File: src/rtl/cpu_defs.sv
// Shared CPU front-end definitions: reset/exception vectors, the fetch state
// encoding and a word-alignment helper.
package cpu_defs;

  localparam logic [31:0] RESET_PC = 32'h0000_3000;
  localparam logic [31:0] EXC_PC   = 32'h0000_4180;

  typedef enum logic [1:0] {
    BOOT = 2'd0,
    REQ  = 2'd1,
    HOLD = 2'd2
  } fetch_state_e;

  // Clear the byte-offset bits so every fetch address is word aligned.
  function automatic logic [31:0] align_word(input logic [31:0] addr);
    return addr & 32'hFFFF_FFFC;
  endfunction

endpackage

File: src/rtl/npc_sel.sv
// Next-PC priority mux: exception vector, then taken branch/jump, then a
// pending (delay-slot deferred) redirect, then sequential pc+4.
module npc_sel (
  input  logic [31:0] pc,
  input  logic        exc_take,
  input  logic [31:0] exc_pc,
  input  logic        br_take,
  input  logic [31:0] br_target,
  input  logic        pend_valid,
  input  logic [31:0] pend_target,
  output logic [31:0] npc
);

  // Highest-priority source wins; pc+4 wraps naturally at 32 bits.
  always_comb begin
    if (exc_take)        npc = exc_pc;
    else if (br_take)    npc = br_target;
    else if (pend_valid) npc = pend_target;
    else                 npc = pc + 32'd4;
  end

endmodule

File: src/rtl/fetch_ctrl.sv
// Instruction-fetch sequencer: owns the PC, issues req/ready fetches,
// absorbs decode stalls in a one-entry skid buffer and applies branch
// redirects with delay-slot timing. Drives the IF/ID register.
// Optional feature: define FETCH_EXC_EN to add the exc_req flush port.
module fetch_ctrl #(
  parameter logic [31:0] RESET_PC = cpu_defs::RESET_PC,
  parameter logic [31:0] EXC_PC   = cpu_defs::EXC_PC
) (
  input  logic        Clk,
  input  logic        Reset,
  input  logic        stall,
  input  logic        br_valid,
  input  logic [31:0] br_target,
  output logic        imem_req,
  output logic [31:0] imem_addr,
  input  logic        imem_ready,
  input  logic [31:0] imem_rdata,
  output logic        if_valid,
  output logic [31:0] if_pc,
  output logic [31:0] if_instr
`ifdef FETCH_EXC_EN
  ,
  input  logic        exc_req
`endif
);

  import cpu_defs::*;

  fetch_state_e state, state_nxt;

  logic [31:0] pc;
  logic [31:0] npc;
  logic [31:0] br_target_al;
  logic        pend_valid;
  logic [31:0] pend_target;
  logic [31:0] skid_pc;
  logic [31:0] skid_instr;
  logic        fire;
  logic        exc_take;

`ifdef FETCH_EXC_EN
  assign exc_take = exc_req;
`else
  assign exc_take = 1'b0;
`endif

  assign br_target_al = align_word(br_target);
  assign fire         = (state == REQ) && imem_ready;
  assign imem_addr    = pc;

  npc_sel u_npc_sel (
    .pc          (pc),
    .exc_take    (exc_take),
    .exc_pc      (EXC_PC),
    .br_take     (br_valid),
    .br_target   (br_target_al),
    .pend_valid  (pend_valid),
    .pend_target (pend_target),
    .npc         (npc)
  );

  // FSM state register.
  // NOTE: sequential state uses non-blocking (<=) so every register samples
  // pre-edge values regardless of block ordering.
  always_ff @(posedge Clk) begin
    if (Reset) state <= BOOT;
    else       state <= state_nxt;
  end

  // Next-state and request decode; an exception always restarts fetching.
  // NOTE: defaults are assigned first so no path leaves an output unassigned,
  // which would otherwise infer a latch.
  always_comb begin
    state_nxt = state;
    imem_req  = 1'b0;
    case (state)
      BOOT: state_nxt = REQ;
      REQ: begin
        imem_req = 1'b1;
        if (imem_ready && stall) state_nxt = HOLD;
      end
      HOLD: if (!stall) state_nxt = REQ;
      default: state_nxt = BOOT;
    endcase
    if (exc_take) state_nxt = REQ;
  end

  // PC advance and deferred-redirect bookkeeping.
  always_ff @(posedge Clk) begin
    if (Reset) begin
      pc          <= RESET_PC;
      pend_valid  <= 1'b0;
      pend_target <= 32'd0;
    end else if (exc_take) begin
      pc         <= npc;
      pend_valid <= 1'b0;
    end else if (fire) begin
      pc         <= npc;
      pend_valid <= 1'b0;
    end else if (br_valid) begin
      if (state == REQ) begin
        // Delay-slot fetch still outstanding: defer the redirect.
        pend_target <= br_target_al;
        pend_valid  <= 1'b1;
      end else if (state == HOLD) begin
        // Delay slot already sits in the skid; pc holds the fall-through.
        pc <= br_target_al;
      end
    end
  end

  // IF/ID register: load on unstalled fire or skid drain, bubble on a miss.
  always_ff @(posedge Clk) begin
    if (Reset) begin
      if_valid <= 1'b0;
      if_pc    <= 32'd0;
      if_instr <= 32'd0;
    end else if (exc_take) begin
      if_valid <= 1'b0;
    end else if (!stall) begin
      if (state == REQ) begin
        if_valid <= imem_ready;
        if (imem_ready) begin
          if_pc    <= pc;
          if_instr <= imem_rdata;
        end
      end else if (state == HOLD) begin
        if_valid <= 1'b1;
        if_pc    <= skid_pc;
        if_instr <= skid_instr;
      end
    end
  end

  // Skid capture of a fetch that returned while decode was stalled.
  // NOTE: the skid payload has no reset; it is only read in HOLD, which is
  // entered solely by writing it.
  always_ff @(posedge Clk) begin
    if (fire && stall) begin
      skid_pc    <= pc;
      skid_instr <= imem_rdata;
    end
  end

endmodule

File: config.mk
export PLATFORM = sky130hd
export DESIGN_NAME = fetch_ctrl
export DESIGN_NICKNAME = d
export VERILOG_FILES = /design/src/rtl/cpu_defs.sv /design/src/rtl/npc_sel.sv /design/src/rtl/fetch_ctrl.sv
export SDC_FILE = /design/constraint.sdc
export NUM_CORES = 1
export LEC_CHECK = 0
export CORE_MARGIN = 1.5
export CORE_UTILIZATION = 51
export CTS_CLUSTER_SIZE = 8
export DETAILED_ROUTE_END_ITERATION = 8
export PLACE_DENSITY = 0.78
export SLEW_MARGIN = 20
export SYNTH_ARGS = -nofsm -noshare
export SYNTH_HDL_FRONTEND = slang
export SYNTH_SLANG_ARGS = --single-unit
File: constraint.sdc
create_clock -name Clk -period 3.4 [get_ports Clk]
set_input_delay 0.68 -clock Clk [delete_from_list [all_inputs] [get_ports Clk]]
set_output_delay 0.68 -clock Clk [all_outputs]
set_load 0.03 [all_outputs]
Word-level counts from Yosys, hierarchy flattened:

Cells that the tools add are included.
W data, S select, Z words.

* bits of input ports: 69
* latch bits: 0
* logic and storage cells: 50
* bits in registers: 194
* output and inout bits: 98
* memories kept: 0
* RAM bits: 0
* ROM bits: 0

* multiply operators: 0
* div/mod/pow operators: 0
* eq/ne operators: 6
* muxes and demuxes: 18
* reduce and logical (&&, ||, !) cells: 14
* bitwise operators: 2
* add/subtract/negate cells: 1
* $lt $le $gt $ge: 0
* shifts and indexed selects: 0

Operator list (count)
* $mux W32: 12
* $add A32 B3 Y32 const B: 1
* $reduce_and A3 Y1: 3
* $ne A2 B2 Y1 const B: 4
* $pmux W2 S3: 1
* $reduce_and A2 Y1: 3
* $reduce_bool A2 Y1: 3
* $mux W2: 2
* $logic_and A1 B1 Y1: 3
* $mux W1: 3
* $eq A2 B1 Y1 const B: 1
* $eq A2 B2 Y1 const B: 1
* $logic_not A2 Y1: 1
* $not A1 Y1: 2
* $reduce_or A2 Y1: 1

Longest topological paths before layout:

* word-level depth: 5
* gate-level depth with buffers: 9
* mapped depth without buffers: 7

Cells and area by module:

Synthesis repeated with hierarchy kept, for this count alone.

* cell total of the unflattened synthesis: 940
* area total of the unflattened synthesis: 9135.0 sq um

Modules (own cells, without submodules)
* fetch_ctrl: seq. area each 4524.3 sq um, times used 1, area an instance 7648.6 sq um, cells each 693
* npc_sel: seq. area each 0.0 sq um, times used 1, area an instance 1486.4 sq um, cells each 247

Worst setup path before layout:

Ideal clock, no wire load.

* path kind: reg2reg
* start: register state[1]
* end: register skid_instr[0] (enable)
* library setup time: 416 ps
* arrival time: 2563 ps
* slack: 421 ps
* clock period less this slack: 2979 ps
* data required time: 2984 ps
* cell stages (with the launch flop): 7
* buffers on the path: 2
* cells stage by stage: dfxtp_1 > inv_1 > ha_1 > buf_2 > buf_2 > nand3_1 > inv_1

* word-level cells in the longest chain between the ends: 3

Ends and longest elaborated chain
* start, declared: line fetch_ctrl.sv:29 `fetch_state_e state, state_nxt;`
* start signal, assigned: line fetch_ctrl.sv:67 `else state <= state_nxt;`
* $eq A2 B1 Y1: line fetch_ctrl.sv:48 `assign fire = (state == REQ) && imem_ready;`
* $logic_and A1 B1 Y1: line fetch_ctrl.sv:48
* $logic_and A1 B1 Y1: line fetch_ctrl.sv:139 `if (fire && stall) begin`
* end signal, assigned: line fetch_ctrl.sv:141 `skid_instr <= imem_rdata;`
* end, declared: line fetch_ctrl.sv:37 `logic [31:0] skid_instr;`

No other way between the ends.
A chain may end at the register's enable or synchronous reset.

Final worst setup path:

* start: register state[1]
* end: output port imem_req

* word-level cells in the longest chain between the ends: 2

Ends and longest elaborated chain
* $eq A2 B1 Y1: line fetch_ctrl.sv:76 `case (state)`
* $mux W1: line fetch_ctrl.sv:76
* end, declared: line fetch_ctrl.sv:14 `output logic imem_req,`

No other way between the ends.

==> reports/qor.yml <==
status:
  status: "finished, final reports clean"
layout:
  layout.cells.non_filler: 1183
  fill_cells: 1178
  drive_above_1_share_pct: 7.202
  syn_to_final_growth_pct: 29.97
  num_antenna_cells: 0
  fin_util_pct: 68.76
  nets: 1032
detailed_routing:
  ant_nets: 0
  post_drt_wl_per_cell_um: 17.22
  via_count: 6728
  initialDrtViolationCount: 639
  viasPerCell: 5.687
  routed_wl_mm: 20.38
  drc: 0
  dr.pass1.iters: 5
synthesis:
  synthArstFlopShare_pct: 0
  synth_cell_types: 61
  synth_flop_cell: "dfxtp_1"
  ys.warnings.count: 0
  synth_seq_cells: 188
  synth_sequential_area_ratio_pct: 53.92
  synth_area_per_cell_um2: 9.892
  synth.most_common_cell: "dfxtp_1"
  synth_top_area_share_pct: 31.02
  synth_edf_count: 62
  syn_area_um2: 8132
  synth_common_cells: "dfxtp_1 (126), nand2_1 (103), nor2_1 (82)"
  netlist_instances: 822
  synthTopCellsByArea: "dfxtp_1 (31%), edfxtp_1 (23%), mux2i_1 (8.2%)"
  synth_top_cell_by_area: "dfxtp_1"
critical_path:
  r2r_end: "imem_addr[26]$_SDFFE_PP0P_"
  critPathCapture: "imem_req"
  worstPathRequired_ns: 2.72
  rrSetupSlack_ns: 0.85
  startpoint: "state[1]$_SDFFE_PP0P_"
  worstPathArrival_ns: 1.90
  r2r_cells: 6
  crit_type: "reg2out"
  r2r-start: "imem_addr[2]$_SDFFE_PP0P_"
  end_kind: "primary output"
  cp_max_fo: 19
  startpoint_type: "register"
clock_network:
  cts_tree: "built"
  clk_pin_slew_ns: 0.07
  clk_latency_ns: 0.43
  clk_path_buf_depth: 2
  hold_buffers: 0
  cts_buffers: 17
  cts_resized: 0
  post-cts-setup-buffers: 0
  clock_sinks: 188
  clock-root-buffer: "clkbuf_16"
  htreeDepth: 4
timing:
  finalSetupViolCount: 0
  min_period_ns: 2.579
  report.final.slew_viol_count: 0
  fmax_mhz: 387.7
  slew_headroom_pct: 29.83
  fin_tns_setup_ns: 0
  hold_violations: 0
  hold-worst-slack_ns: 0.4534
  rsz0062_at_grt: "false"
  max_slew.worst_pin.slew_ns: 1.052
  final.period_utilization_pct: 75.86
  fin_skew_ns: 0.006619
global_routing:
  grt_util_all_layers_pct: 25.18
  grt_antenna_before_repair: 0
  grtUsageMet1_pct: 35.69
  grt_max_degree: 77
  grt_pass1_wl_mm: 32.75
  use_met2_pct: 38.77
  use_met3_pct: 4.624
  first_global_vias: 6138
  busiest_layer: "met2"
  grt.overflow.total: 0
worst_hold_path:
  hold_class: "reg2reg"
  hold_start: "pend_target[11]$_SDFFE_PP0P_"
run:
  max_cap_violations: 0
floorplanning:
  initial_core_util_pct: 52.90
  pin_count: 167
  die_h_um: 129.3
  core_um2: 15370
  dieArea_um2: 16710
  die_w_um: 129.3
  rows: 45
power_and_ir_drop:
  total_power_mw: 6.039
  powerDensity_nw_per_um2: 571.4
  p_leak_nw: 3.562
  ir_drop_uv: 375.7
placed_design:
  gp_congestion: 0.8854
  place_inst: 1151
  hpwl_mm: 13.57
  port-buffer-count: 160
[metrics by stage]
| step | setup WS (ns) | area, µm² |
|---|---|---|
| 4_1_cts | 0.8000 | 10570 |
| 5_1_grt | 0.7365 | 10570 |
| 2_1_floorplan | 0.4211 | 8143 |
| 6_report | 0.8207 | 10570 |
| 3_5_place_dp | 0.5770 | 9967 |
| 3_3_place_gp | 0.6482 | 9967 |
[state kept, by name, summed over array words and instances (netlist names)]
name and cells:
if_instr 32, if_valid 1, pend_valid 1, skid_instr 32, skid_pc 30, imem_addr 30
if_pc 30, pend_target 30, state 2
[final cells by class]
cell class	instances	area, µm²	area share [%]
Clock buffer	21	460.4	4.357
Clock inverter	11	141.4	1.338
Inverter	13	48.80	0.4617
Multi-Input combinational cell	553	3438	32.53
Sequential cell	188	4384	41.48
Tap cell	211	264.0	2.498
Timing Repair Buffer	186	1832	17.33
[cells in the final DEF (no fill, tap or decap), drive strengths merged, types with 19 or more instances in the layout]
master	Yosys	layout
clkdlybuf4s50	0	159
dfxtp	126	126
nand2	104	104
nor2	82	82
a211oi	69	69
mux2i	67	67
edfxtp	62	62
a21oi	59	59
buf	26	27
o21ai	26	26
clkbuf	45	21
nand3	19	19
[how the worst min path moves through the flow]
stage	slack [ns]	depth (start not counted)	end
after floorplan	0.43	2	pend_target[21]$_SDFFE_PP0P_
after global placement	0.44	2	pend_target[11]$_SDFFE_PP0P_
after detailed placement	0.44	2	pend_target[27]$_SDFFE_PP0P_
after CTS	0.45	2	pend_target[11]$_SDFFE_PP0P_
after global routing	0.47	2	pend_target[11]$_SDFFE_PP0P_
final	0.45	2	pend_target[11]$_SDFFE_PP0P_
[report_power, final]
part           total, mW  switching, mW  internal [mW]
logic               1.36          0.785          0.573
registers           2.65          0.145           2.51
clock network       2.03          0.837           1.19
total               6.04           1.77           4.27
[worst max-delay path, stage by stage (launching register included)]
cell and delay [ns]:
dfxtp_1 0.31, inv_1 0.12, ha_4 0.30, clkdlybuf4s50_1 0.73
[layer usage]
layer | vias up | wire length (µm) | share of wire, %
met4 | 0 | 419 | 2.1
met2 | 248 | 9240 | 45
met1 | 3171 | 9453 | 46
met3 | 30 | 1263 | 6.2
li1 | 3279 | - | -
met5 | - | 0 | 0
[logic make-up (layout without fill, tap and decap cells)]
group / after synthesis / count (layout) / share of synthesized area, %
compound gates: 206 / 206 / 16.85
fa+ha+maj: 4 / 4 / 0.6155
simple gates: 261 / 261 / 14.88
xor+xnor: 10 / 10 / 1.077
mux: 68 / 68 / 8.386
buf+inv: 84 / 231 / 4.231
flops: 188 / 188 / 53.92
other cells: 1 / 4 / 0.04612
Note: power is estimated with default switching activity, not from simulation.
==> RTL change 1 (same flow settings) <==
Add a define of `FETCH_EXC_EN`.
--- a/src/rtl/fetch_ctrl.sv
+++ b/src/rtl/fetch_ctrl.sv
@@ -4,2 +4,4 @@
 // Optional feature: define FETCH_EXC_EN to add the exc_req flush port.
+`define FETCH_EXC_EN
+
 module fetch_ctrl #(
Interface: changed (added exc_req); port bits go from 167 to 168. No check against the original RTL was run, so the function may have changed too.
==> RTL change 1 against the unedited design <==
Synthesized cell count increased by 4.3%. Setup slack improved by 0.011 ns. Cell count increased by 3.9%. Synthesized area increased by 4.1%. Sequential cell count increased by 6. Cell area increased by 3.1%. Routed wire length increased by 3.6%. Power decreased by 15%. Non-clock buffer count increased by 3.
==> RTL change 1: results (changes against the unedited design) <==
[pwr]
pg_seq_mw=2.55  ; -4%
vdd_drop_max_v=0.0002986  ; -21%
switching_share=0.2587  ; -0.03388
leakagePower_nw=3.670  ; +3.0%
power_frac_seq=0.497  ; +0.058

[drt]
wl_per_cell_um=17.18  ; -0.26%
wl_mm=21.11  ; +3.6%
vias_per_cell=5.601  ; -1.5%
drt_iter0_drc=601  ; -5.9%

[synth]
synth_enable_flop_cells=64  ; +3.2%
synth_compound_area_frac=0.1650  ; -0.003496
syn_inst=857  ; +4.3%
synthTopCellsByArea=dfxtp_1 31%, edfxtp_1 23%, mux2i_1 8.3%
synth_mux_area_frac=0.08279  ; -0.001068
synth-xor-area-share=0.02173  ; +0.01096
yosysSeqAreaShare=0.5346  ; -0.004565
ys_top_cells_by_count=130 x dfxtp_1, 104 x nand2_1, 101 x nor2_1

[critical_path]
path_max_fanout=9  ; -10
worstSetupPathType=reg -> reg
cp_data_arrival_time_ns=2.87  ; +0.97 ns
cpMaxStageDelayCell=or3_1
crit_path_max_incr_delay_ns=0.58  ; -0.15 ns
r2r_end=imem_addr[30]$_SDFFE_PP0P_
rrSetupSlack_ns=0.83  ; -0.02 ns
cpLargestDelayFamily=simple AND/OR/NAND/NOR gates

[placed_design]
post-place-ws_ns=0.5838  ; +0.006782 ns
gp_congestion=0.9331  ; +5.4%
port_buffers=165  ; +3.1%
placedCellCount=1197  ; +4.0%
dpl_cell_area_um2=10340  ; +3.8%
dp_hpwl_mm=14.37  ; +5.9%

[sta]
fmax_mhz=389.3  ; +0.41%
worst_pin_slew_ns=1.118  ; +0.06525 ns
fin_skew_ns=0.01071  ; +0.004093 ns
whs_ns=0.4532  ; -0.0001740 ns

[clock_network]
clock_tree.root_cell=clkbuf_16
cts-buffers-inserted=17  ; unchanged

[worst_hold_path]
hold_end=pend_target[18]$_SDFFE_PP0P_
hold_start=pend_target[18]$_SDFFE_PP0P_

[run_status]
status=completed

[grt]
grt_pass1_vias=6193  ; +0.90%
grt_usage=0.2424  ; -0.009352

[final_layout]
final_layout_size_suffix_gt1_frac=0.07009  ; -0.001928
final_nets=1075  ; +4.2%

RTL change 1: cell type report:
| class | instances | area (um2) |
|---|---|---|
| Multi-Input combinational cell | 578 | 3621 |
| Inverter | 20 | 75.07 |
| Clock buffer | 21 | 440.4 |
| Timing Repair Buffer | 189 | 1854 |
| Tap cell | 216 | 270.3 |
| Clock inverter | 11 | 108.9 |
| Sequential cell | 194 | 4524 |
| Fill cell | 1263 | 5164 |
RTL change 1: metal layers:
metal  GRT usage  share of wire  vias up
li1            -              -     3391
met1      0.3416           0.45     3165
met2      0.3784           0.46      290
met3     0.04537          0.072       38
met4     0.07778          0.018        0
met5           0              0        -
RTL change 1: tightest hold or removal path: stages (launching register included):
cell and delay (ns):
dfxtp_1 0.31, nand2_1 0.05, a21oi_1 0.05
==> RTL change 2 (config.mk and constraints unchanged) <==
Made on the original files. Re-encode `fetch_state_e` (3 states) as one-hot, 3 bits wide.
--- a/src/rtl/cpu_defs.sv
+++ b/src/rtl/cpu_defs.sv
@@ -7,6 +7,6 @@
 
-  typedef enum logic [1:0] {
-    BOOT = 2'd0,
-    REQ  = 2'd1,
-    HOLD = 2'd2
+  typedef enum logic [2:0] {
+    BOOT = 3'b001,
+    REQ  = 3'b010,
+    HOLD = 3'b100
   } fetch_state_e;
Function: no difference found for any inputs over 4 cycles, from zero or initial values and one cycle with Reset high; so few cycles prove little.
==> RTL change 2 against the unedited design <==
Sequential cell count is 1 higher. Utilization is 1.8 points lower. Power is 10% lower. Routed wire length is 2.7% lower. Setup slack worse by 0.14 ns. Cell area is 0.21% higher. Synthesized area is 1.1% higher. Largest cell class unchanged.
==> RTL change 2: results (changes against the unedited design) <==
[drt]
drt_iter0_drc=579  ; -9.4%
wl_mm=19.82  ; -2.7%
vias=6524  ; -3.0%
firstDrtPassIters=5  ; unchanged

[synth]
synthTopCellsByArea=dfxtp_1 31%, edfxtp_1 23%, mux2i_1 8.0%
ys_top_cells_by_count=127 x dfxtp_1, 96 x nand2_1, 86 x nor2_1
ys_types=64  ; +4.9%
synth-warning-count=0  ; unchanged
synth_enable_flop_cells=62  ; unchanged
syn_inst=820  ; -0.24%
synthArstFlopShare=0  ; unchanged
ys.flop_type=dfxtp_1
yosysSeqAreaShare=0.5357  ; -0.003473

[critical_path]
worstReg2RegStart=imem_addr[2]$_SDFFE_PP0P_
path_max_fanout=9  ; -10
crit_start=state[1]$_SDFFE_PP0P_
cp_data_arrival_time_ns=2.04  ; +0.14 ns

[grt]
grt_pass1_wl_mm=31.60  ; -3.5%
grt_max_degree=63  ; -18%
grt_pass1_vias=6042  ; -1.6%
grt_usage=0.2416  ; -0.01016
antenna_found_initial=0  ; unchanged

[clock_network]
clock_tree.root_cell=clkbuf_16
cts-buffers-inserted=17  ; unchanged
cts_setup_buffers=0  ; unchanged
clk_pin_slew_ns=0.06
cts_resized=0  ; unchanged
cts_buffer_depth=2  ; unchanged
h-tree-depth=4  ; unchanged
clock_latency_ns=0.43  ; about the same

[sta]
drv_slew=0  ; unchanged
relSlewSlack=0.2962  ; -0.002176
fin_skew_ns=0.007285  ; +0.0006661 ns
fin_crit_sh=0.8002  ; +0.04161

[placed_design]
post-place-ws_ns=0.5295  ; -0.04748 ns
placedCellCount=1146  ; -0.43%
gp_congestion=0.8472  ; -4.3%
port_buffers=160  ; unchanged
dpl_cell_area_um2=9970  ; about the same
dp_hpwl_mm=13.21  ; -2.6%

[worst_hold_path]
hold_class=reg -> reg
hold_start=pend_target[8]$_SDFFE_PP0P_

[final_layout]
final_nets=1019  ; -1.3%
reg_top3=if_instr: 32 flops, skid_instr: 32 flops
n_fill_cell=1257  ; +6.7%
final_layout_size_suffix_gt1_frac=0.07692  ; +0.004907
num_antenna_cells=0  ; unchanged
final_cells=1178  ; -0.42%

[pwr]
vdd_drop_max_v=0.0004085  ; +8.7%
leakagePower_nw=3.433  ; -3.6%

[run_status]
status=completed

[RTL change 2: logic make-up (layout without fill, tap and decap cells)]
group,Yosys count,after routing,share of synthesized area
and+or+nand+nor,259,259,0.1496
AOI/OAI and AO/OA,207,207,0.1648
DFF,189,189,0.5357
buffers and inverters,78,217,0.04611
muxes,70,70,0.08583
xor gates and xnor gates,15,15,0.01598
adders and majority gates,1,1,0.001522
other,1,4,0.0004561
[RTL change 2: final timing paths]
check / end / slack [ns] / cells after the start
worst max-delay path: imem_req / 0.68 / 2
worst min-delay path: pend_target[8]$_SDFFE_PP0P_ / 0.45 / 2
worst min register to register: pend_target[8]$_SDFFE_PP0P_ / 0.45 / 2
worst max register to register: imem_addr[30]$_SDFFE_PP0P_ / 0.93 / 6
[RTL change 2: layout make-up]
| type | count | area [um2] | area share |
|---|---|---|---|
| multi-input cells | 556 | 3461 | 0.3268 |
| well taps | 216 | 270.3 | 0.02552 |
| inverters | 4 | 15.01 | 0.001418 |
| flip-flops and latches | 189 | 4404 | 0.4158 |
| clock buffers | 22 | 528.0 | 0.04985 |
| repair buffers | 181 | 1819 | 0.1718 |
| clock inverters | 10 | 93.84 | 0.008860 |
[RTL change 2: where the power goes]
part	internal [mW]	switching (mW)
registers	2.43	0.0951
logic	0.377	0.488
clock network	1.19	0.852
[RTL change 2: worst max-delay path: stages, from the launching register on]
cell,delay [ns]
dfxtp_1,0.49
nor3b_4,0.39
clkdlybuf4s50_1,0.74
[RTL change 2: metal layers]
metal  global-route usage  vias up  part of all wire
li1                     -     3253                 -
met1               0.3356     2987              0.46
met2               0.3710      247              0.46
met3              0.05166       37             0.060
met4              0.09412        0             0.026
met5                    0        -                 0
